===== src/rtl/axi_defs.sv =====
// Shared AXI read-channel constants and arbiter FSM encodings.
package axi_defs;

    localparam logic [1:0] AXI_BURST_INCR = 2'b01;

    localparam logic [1:0] AXI_RESP_OKAY   = 2'b00;
    localparam logic [1:0] AXI_RESP_EXOKAY = 2'b01;
    localparam logic [1:0] AXI_RESP_SLVERR = 2'b10;
    localparam logic [1:0] AXI_RESP_DECERR = 2'b11;

    localparam logic [2:0] AXI_PROT_INSTR = 3'b100;
    localparam logic [2:0] AXI_PROT_DATA  = 3'b000;

    localparam logic PORT_FETCH = 1'b0;
    localparam logic PORT_LOAD  = 1'b1;

    typedef enum logic [1:0] {
        S_IDLE = 2'd0,
        S_AR   = 2'd1,
        S_R    = 2'd2
    } state_t;

endpackage


===== src/rtl/axi_rd_arbiter_arb2.sv =====
// Two-way grant logic: req/gnt bit 0 = fetch, bit 1 = load.
// `ARB_RR_EN selects round-robin; otherwise load has fixed priority.
module arb2 (
    input  logic       clk,
    input  logic       rst,
    input  logic       en,
    input  logic [1:0] req,
    output logic [1:0] gnt
);

`ifdef ARB_RR_EN
    logic last_q;  // 1 = load was granted last

    always_ff @(posedge clk) begin
        if (rst)
            last_q <= 1'b1;
        else if (|gnt)
            last_q <= gnt[1];
    end

    // NOTE: every always_comb output gets a default first so no latch is inferred.
    always_comb begin
        gnt = 2'b00;
        if (en) begin
            if (&req)
                gnt = last_q ? 2'b01 : 2'b10;
            else
                gnt = req;
        end
    end
`else
    logic unused_clk_rst;
    assign unused_clk_rst = clk ^ rst;

    always_comb begin
        gnt = 2'b00;
        if (en) begin
            if (req[1])
                gnt = 2'b10;
            else if (req[0])
                gnt = 2'b01;
        end
    end
`endif

endmodule


===== src/rtl/axi_rd_arbiter.sv =====
// Shares one single-beat AXI read port between instruction fetch and data load.
// Arbitration variant selected by `ARB_RR_EN (see arb2).
module axi_rd_arbiter
    import axi_defs::*;
#(
    parameter int unsigned ADDR_W   = 64,
    parameter int unsigned DATA_W   = 64,
    parameter int unsigned ID_W     = 4,
    parameter int unsigned FETCH_ID = 0,
    parameter int unsigned LOAD_ID  = 1
) (
    input  logic              clk,
    input  logic              rst,

    input  logic              f_req_valid,
    input  logic [ADDR_W-1:0] f_req_addr,
    output logic              f_req_ready,
    input  logic              f_flush,
    output logic              f_resp_valid,
    output logic [DATA_W-1:0] f_resp_data,
    output logic              f_resp_err,

    input  logic              d_req_valid,
    input  logic [ADDR_W-1:0] d_req_addr,
    input  logic [2:0]        d_req_size,
    output logic              d_req_ready,
    output logic              d_resp_valid,
    output logic [DATA_W-1:0] d_resp_data,
    output logic              d_resp_err,

    output logic [ID_W-1:0]   ARID,
    output logic [ADDR_W-1:0] ARADDR,
    output logic [7:0]        ARLEN,
    output logic [2:0]        ARSIZE,
    output logic [1:0]        ARBURST,
    output logic [2:0]        ARPORT,
    output logic              ARVALID,
    input  logic              ARREADY,

    input  logic [DATA_W-1:0] RDATA,
    input  logic [1:0]        RRESP,
    input  logic              RVALID,
    output logic              RREADY
);

    state_t            state_q, state_d;
    logic [1:0]        req, gnt;
    logic              owner_q;
    logic              drop_q;
    logic              f_resp_q, d_resp_q;
    logic [DATA_W-1:0] data_q;
    logic              err_q;
    logic              r_beat;
    logic              unused_rresp;

    assign unused_rresp = RRESP[0];

    // A flush in IDLE withholds the fetch grant for that cycle.
    assign req = {d_req_valid, f_req_valid & ~f_flush};

    arb2 u_arb2 (
        .clk (clk),
        .rst (rst),
        .en  (state_q == S_IDLE),
        .req (req),
        .gnt (gnt)
    );

    // NOTE: sequential state uses non-blocking assignments only.
    always_ff @(posedge clk) begin
        if (rst)
            state_q <= S_IDLE;
        else
            state_q <= state_d;
    end

    always_comb begin
        state_d = state_q;
        case (state_q)
            S_IDLE:  if (|gnt)   state_d = S_AR;
            S_AR:    if (ARREADY) state_d = S_R;
            S_R:     if (RVALID)  state_d = S_IDLE;
            default:              state_d = S_IDLE;
        endcase
    end

    always_comb begin
        f_req_ready = gnt[0];
        d_req_ready = gnt[1];
        ARVALID     = (state_q == S_AR);
        RREADY      = (state_q == S_R);
    end

    assign r_beat = (state_q == S_R) && RVALID;
    assign ARLEN  = 8'd0;

    // NOTE: the response data register is reset too; it is small and keeps outputs at 0 after reset.
    always_ff @(posedge clk) begin
        if (rst) begin
            owner_q  <= PORT_FETCH;
            drop_q   <= 1'b0;
            f_resp_q <= 1'b0;
            d_resp_q <= 1'b0;
            data_q   <= '0;
            err_q    <= 1'b0;
            ARID     <= '0;
            ARADDR   <= '0;
            ARSIZE   <= 3'd0;
            ARBURST  <= 2'b00;
            ARPORT   <= 3'b000;
        end else begin
            f_resp_q <= 1'b0;
            d_resp_q <= 1'b0;

            if (state_q == S_IDLE && (|gnt)) begin
                owner_q <= gnt[1];
                ARBURST <= AXI_BURST_INCR;
                if (gnt[1]) begin
                    ARID   <= ID_W'(LOAD_ID);
                    ARADDR <= d_req_addr;
                    ARSIZE <= d_req_size;
                    ARPORT <= AXI_PROT_DATA;
                end else begin
                    ARID   <= ID_W'(FETCH_ID);
                    ARADDR <= f_req_addr;
                    ARSIZE <= 3'd3;
                    ARPORT <= AXI_PROT_INSTR;
                end
            end

            if (r_beat)
                drop_q <= 1'b0;
            else if (state_q != S_IDLE && owner_q == PORT_FETCH && f_flush)
                drop_q <= 1'b1;

            if (r_beat) begin
                data_q   <= RDATA;
                err_q    <= RRESP[1];
                f_resp_q <= (owner_q == PORT_FETCH) && !drop_q && !f_flush;
                d_resp_q <= (owner_q == PORT_LOAD);
            end
        end
    end

    // A flush during the response cycle still suppresses the fetch pulse.
    assign f_resp_valid = f_resp_q & ~f_flush;
    assign f_resp_data  = data_q;
    assign f_resp_err   = err_q;
    assign d_resp_valid = d_resp_q;
    assign d_resp_data  = data_q;
    assign d_resp_err   = err_q;

endmodule


===== config.mk =====
export PLATFORM = sky130hd
export DESIGN_NAME = axi_rd_arbiter
export DESIGN_NICKNAME = d
export VERILOG_FILES = /design/src/rtl/axi_defs.sv /design/src/rtl/axi_rd_arbiter_arb2.sv /design/src/rtl/axi_rd_arbiter.sv
export SDC_FILE = /design/constraint.sdc
export NUM_CORES = 1
export LEC_CHECK = 0
export BUFFER_PORTS_ARGS = -buffer_cell sky130_fd_sc_hd__buf_2
export CAP_MARGIN = 20
export CORE_AREA = 2 2 166 168
export DETAILED_ROUTE_END_ITERATION = 8
export DIE_AREA = 0 0 168 170
export PLACE_DENSITY = 0.58
export SLEW_MARGIN = 40
export SYNTH_ARGS = -nofsm -noshare
export SYNTH_HDL_FRONTEND = slang
export SYNTH_SLANG_ARGS = --single-unit

===== constraint.sdc =====
create_clock -name clk -period 4.4 [get_ports clk]
set_input_delay 1.32 -clock clk [delete_from_list [all_inputs] [get_ports clk]]
set_output_delay 1.32 -clock clk [all_outputs]
set_load 0.02 [all_outputs]

==> After elaboration in Yosys (flattened, before gate mapping) <==
Cells that the tools add are included.
{ "totals": {"elab_cells": 47, "register_bits": 146} }
{ "op_classes": {"bitwise": 5, "muxes": 11, "eq_ne": 5, "reduce_logical": 14} }
{ "ops": {"columns": ["operator", "n"], "rows": [
  ["64-bit 2-to-1 mux", 1],
  ["2-bit 2-to-1 mux", 5],
  ["1-bit logical AND", 6],
  ["3-bit 2-to-1 mux", 2],
  ["2-bit one-hot mux with 3 select lines", 1],
  ["2-bit OR reduction", 3],
  ["2-bit != test, second input constant", 2],
  ["1-bit NOT", 3],
  ["3-bit AND reduction", 1],
  ["1-bit bitwise AND", 2],
  ["2-bit by 1-bit == test with 1-bit output, second input constant", 1],
  ["2-bit == test, second input constant", 1],
  ["1-bit zero test", 2],
  ["2-bit zero test", 1],
  ["1-bit 2-to-1 mux", 2],
  ["2-bit by 1-bit != test with 1-bit output, second input constant", 1],
  ["2-bit nonzero test", 1]
]} }

==> Depth between registers and ports, before layout <==
{ "logic_depth": {"word_depth": 8, "ltp_mapped": 7} }

==> Hierarchy <==
Synthesis repeated with hierarchy kept, for this count alone.
{ "unflattened": {"cells_unflattened": 498, "area_unflattened_um2": 5565.3} }
{ "by_module_without_submodules": {"columns": ["mod", "seq_area_each_um2", "cells_per_inst", "area_per_inst_um2", "instances"], "rows": [
  ["axi_rd_arbiter", 2802.7, 496, 5549.1, 1],
  ["arb2", 0.0, 2, 16.3, 1]
]} }

==> Worst setup path after synthesis <==
OpenSTA, ideal clock, no wires.
{ "synth_path": {"kind": "input to output", "startpoint": "input port f_flush", "endpoint": "output port f_req_ready", "t_arrival_ns": 2.456, "required_ns": 3.080, "setup_slack_ns": 0.624, "n_path_buf": 2, "cell_stages": 5, "path_cell_list": "or4b_4 > or2_1 > buf_6 > buf_6 > inv_1"} }
{ "synth_via": {"elab_chain_cells": 5} }
{ "synth_rtl": {"columns": ["item", "line_no", "text"], "rows": [
  ["from (decl)", "axi_rd_arbiter.sv:18", "input logic f_flush,"],
  ["1-bit NOT", "axi_rd_arbiter.sv:59", "assign req = {d_req_valid, f_req_valid & ~f_flush};"],
  ["1-bit bitwise AND", "axi_rd_arbiter.sv:59", null],
  ["1-bit 2-to-1 mux", "axi_rd_arbiter_arb2.sv:40", "else if (req[0])"],
  ["2-bit 2-to-1 mux", "axi_rd_arbiter_arb2.sv:38", "if (req[1])"],
  ["2-bit 2-to-1 mux", "axi_rd_arbiter_arb2.sv:37", "if (en) begin"],
  ["to (decl)", "axi_rd_arbiter.sv:17", "output logic f_req_ready,"]
]} }
Every way passes these cells.

==> Final worst setup path <==
Ends and elaborated chain as after synthesis.

==> results.json <==
{
  "status": "finished clean",
  "fin_ws_ps": 581,
  "wirelength_um": 18800,
  "path_class": "in2out",
  "clock_skew_ps": 8.08,
  "dpl_cell_area_sq_um": 7410,
  "grtUsageTotal_pct": 12.7,
  "grt_pass1_wl_um": 27900,
  "cts_hold_buffers": 0,
  "vias_per_cell": 4.21,
  "synth_xor_area_share_pct": 0,
  "ys_seq_area_share_pct": 50.4,
  "grt_setup_unrepaired": "false",
  "power.leakage_uw": 0.00422,
  "insertion_delay_ps": 410,
  "dr_total_vias": 5061,
  "cp_slowest_cell": "or4b_4",
  "rows": 60,
  "maxCapViolations": 0,
  "synth-seq-cells": 140,
  "tightestPinTransition_ps": 538,
  "syn_to_final_growth_pct": 43.8,
  "dieWidth_um": 168,
  "final_nets": 1049,
  "final_area_sq_um": 8000,
  "finalHoldViolCount": 0,
  "initial_utilization_pct": 20.9,
  "ys_types": 32,
  "drv_slew": 0,
  "setup_viol": 0,
  "gp_congestion": 0.768,
  "yosysTopAreaCell": "dfxtp_1",
  "gr-total-overflow": 0,
  "synth_area_leaders": "dfxtp_1 50%, buf_4 11%, a22o_1 10%",
  "drt_iter0_drc": 232,
  "syn_area_per_cell_sq_um": 10.8,
  "core_sq_um": 26700,
  "whs_ps": 431,
  "postCtsSetupBuffers": 0,
  "ys_warn_count": 0,
  "cpPeakStageDelay_ps": 520,
  "drc": 0,
  "dieArea_sq_um": 28600,
  "dp_slack_ps": 583,
  "clockBufferDepth": 2,
  "dp_hpwl_um": 14100,
  "worstPathRequired_ps": 3080,
  "cp-end-kind": "output port",
  "synth_top_area_share_pct": 50.4,
  "numCtsBuffers": 17,
  "antenna_found_initial": 4,
  "synth-compound-area-share_pct": 25.9,
  "dp_cells": 1167,
  "n_fill_cell": 2850,
  "synth_mux_area_share_pct": 0,
  "synthAdderAreaFrac_pct": 0,
  "htree_levels": 4,
  "fin_crit_ps": 3820,
  "die_y_um": 170,
  "final_cells": 1201,
  "cts_tree": "built",
  "cp_data_arrival_time_ps": 2500,
  "pin_count": 424,
  "wire_per_inst_um": 15.7,
  "syn_inst": 515,
  "fin_tns_setup_ps": 0,
  "cts_num_sinks": 140,
  "max_freq_mhz": 262,
  "drive_gt1_share_pct": 54.2,
  "cp_max_fo": 5,
  "ant_nets": 0,
  "port_buffers": 408,
  "period_share_pct": 86.8,
  "crit_top_cell": "buf_2",
  "yosys.area_share.simple_pct": 7.74,
  "drtPass1Iterations": 4,
  "root_buffer": "clkbuf_16",
  "cts_resized": 0,
  "power.density_nw_per_um2": 415,
  "synth_top_family_by_area": "compound AO/OA/AOI/OAI gates",
  "slew_headroom_pct": 64.2,
  "mappedNetlistArea_sq_um": 5560,
  "clk_pin_slew_ps": 60,
  "cp-start-kind": "input port",
  "min_path_type": "reg2reg",
  "crit_chain": "buf_2 -> or4b_4 -> or2_1 -> inv_1 -> buf_2",
  "grt_pass1_vias": 4866,
  "ir_drop_mv": 0.213,
  "grt_start_max_net_pins": 43
}
## cells in the mapped netlist, drive strengths merged
library cell	count
conb	1
and3b	1
inv	25
and2	42
o21ba	1
nand2b	2
nor2b	4
clkbuf	27
dfxtp	140
a22o	65
or2	2
or4b	1
nor3b	2
a221o	42
o22ai	1
o21a	3
buf	93
nand3b	2
nor2	5
nor4b	3
a221oi	2
o21ai	1
o221a	22
a2111oi	1
nor3	3
a21oi	24
## cell families after synthesis
kind of cell / after synthesis
compound gates: 162
buf+inv: 145
flops: 140
other cells: 1
simple gates: 67
## report_power, final
group | total [uW] | switching, uW | internal, uW
logic | 484 | 282 | 202
registers | 1390 | 46.1 | 1340
clock network | 1450 | 591 | 857
## critical path: cells and delay by family
kind                   cells  cell delay (ps)
AND/OR/NAND/NOR            2              760
buffers and inverters      3              400
## per-stage QoR
stage,util [%],total power [uW]
finish,30.0,3320
global route,30.0,3480
CTS,30.0,3390
detailed placement,27.8,1910
global placement,27.8,1900
floorplan,-,1700
## layout by cell type (no fill, tap or decap), drive strengths merged, types with 4 or more instances in the layout
master	count
dfxtp	140
clkinv	5
conb	14
clkbuf	20
a221o	42
buf	418
inv	28
nor2	5
a21oi	24
o221a	22
and2	42
a22o	65
nor2b	4
## registers in the layout (all words and copies together) (netlist names), 2 cells and up
signal       cells
ARADDR          64
d_resp_data     64
ARSIZE           3
state_q          2
## final cells by class
class                   count  area [sq um]  share of cell area [%]
repair buffers            418          2120                    26.5
inverters                  25          93.8                    1.17
clock inverters            12           138                    1.72
flip-flops and latches    140          2800                    35.0
well taps                 341           427                    5.33
diodes                      2          5.00                  0.0626
clock buffers              20           447                    5.59
multi-input cells         243          1970                    24.6
## per-layer routing
layer	up-vias	GRT usage, %	part of all wire [%]
met4	2	3.86	1.3
met2	290	21.6	48
met5	-	0	0.080
met3	20	4.42	9.0
met1	2293	15.1	42
li1	2456	-	-
## final timing paths
kind                                start                            to  slack (ps)  cells past startpoint
setup reg to reg  state_q[1]$_SDFFE_PP0P_  d_resp_data[31]$_SDFFE_PP0P_        2150                      4
hold reg to reg       drop_q$_SDFFE_PP0P_           f_resp_q$_SDFF_PP0_         430                      1
hold / removal        drop_q$_SDFFE_PP0P_           f_resp_q$_SDFF_PP0_         430                      1
setup / recovery                  f_flush                   f_req_ready         580                      5
(Power assumes the default switching activity.)
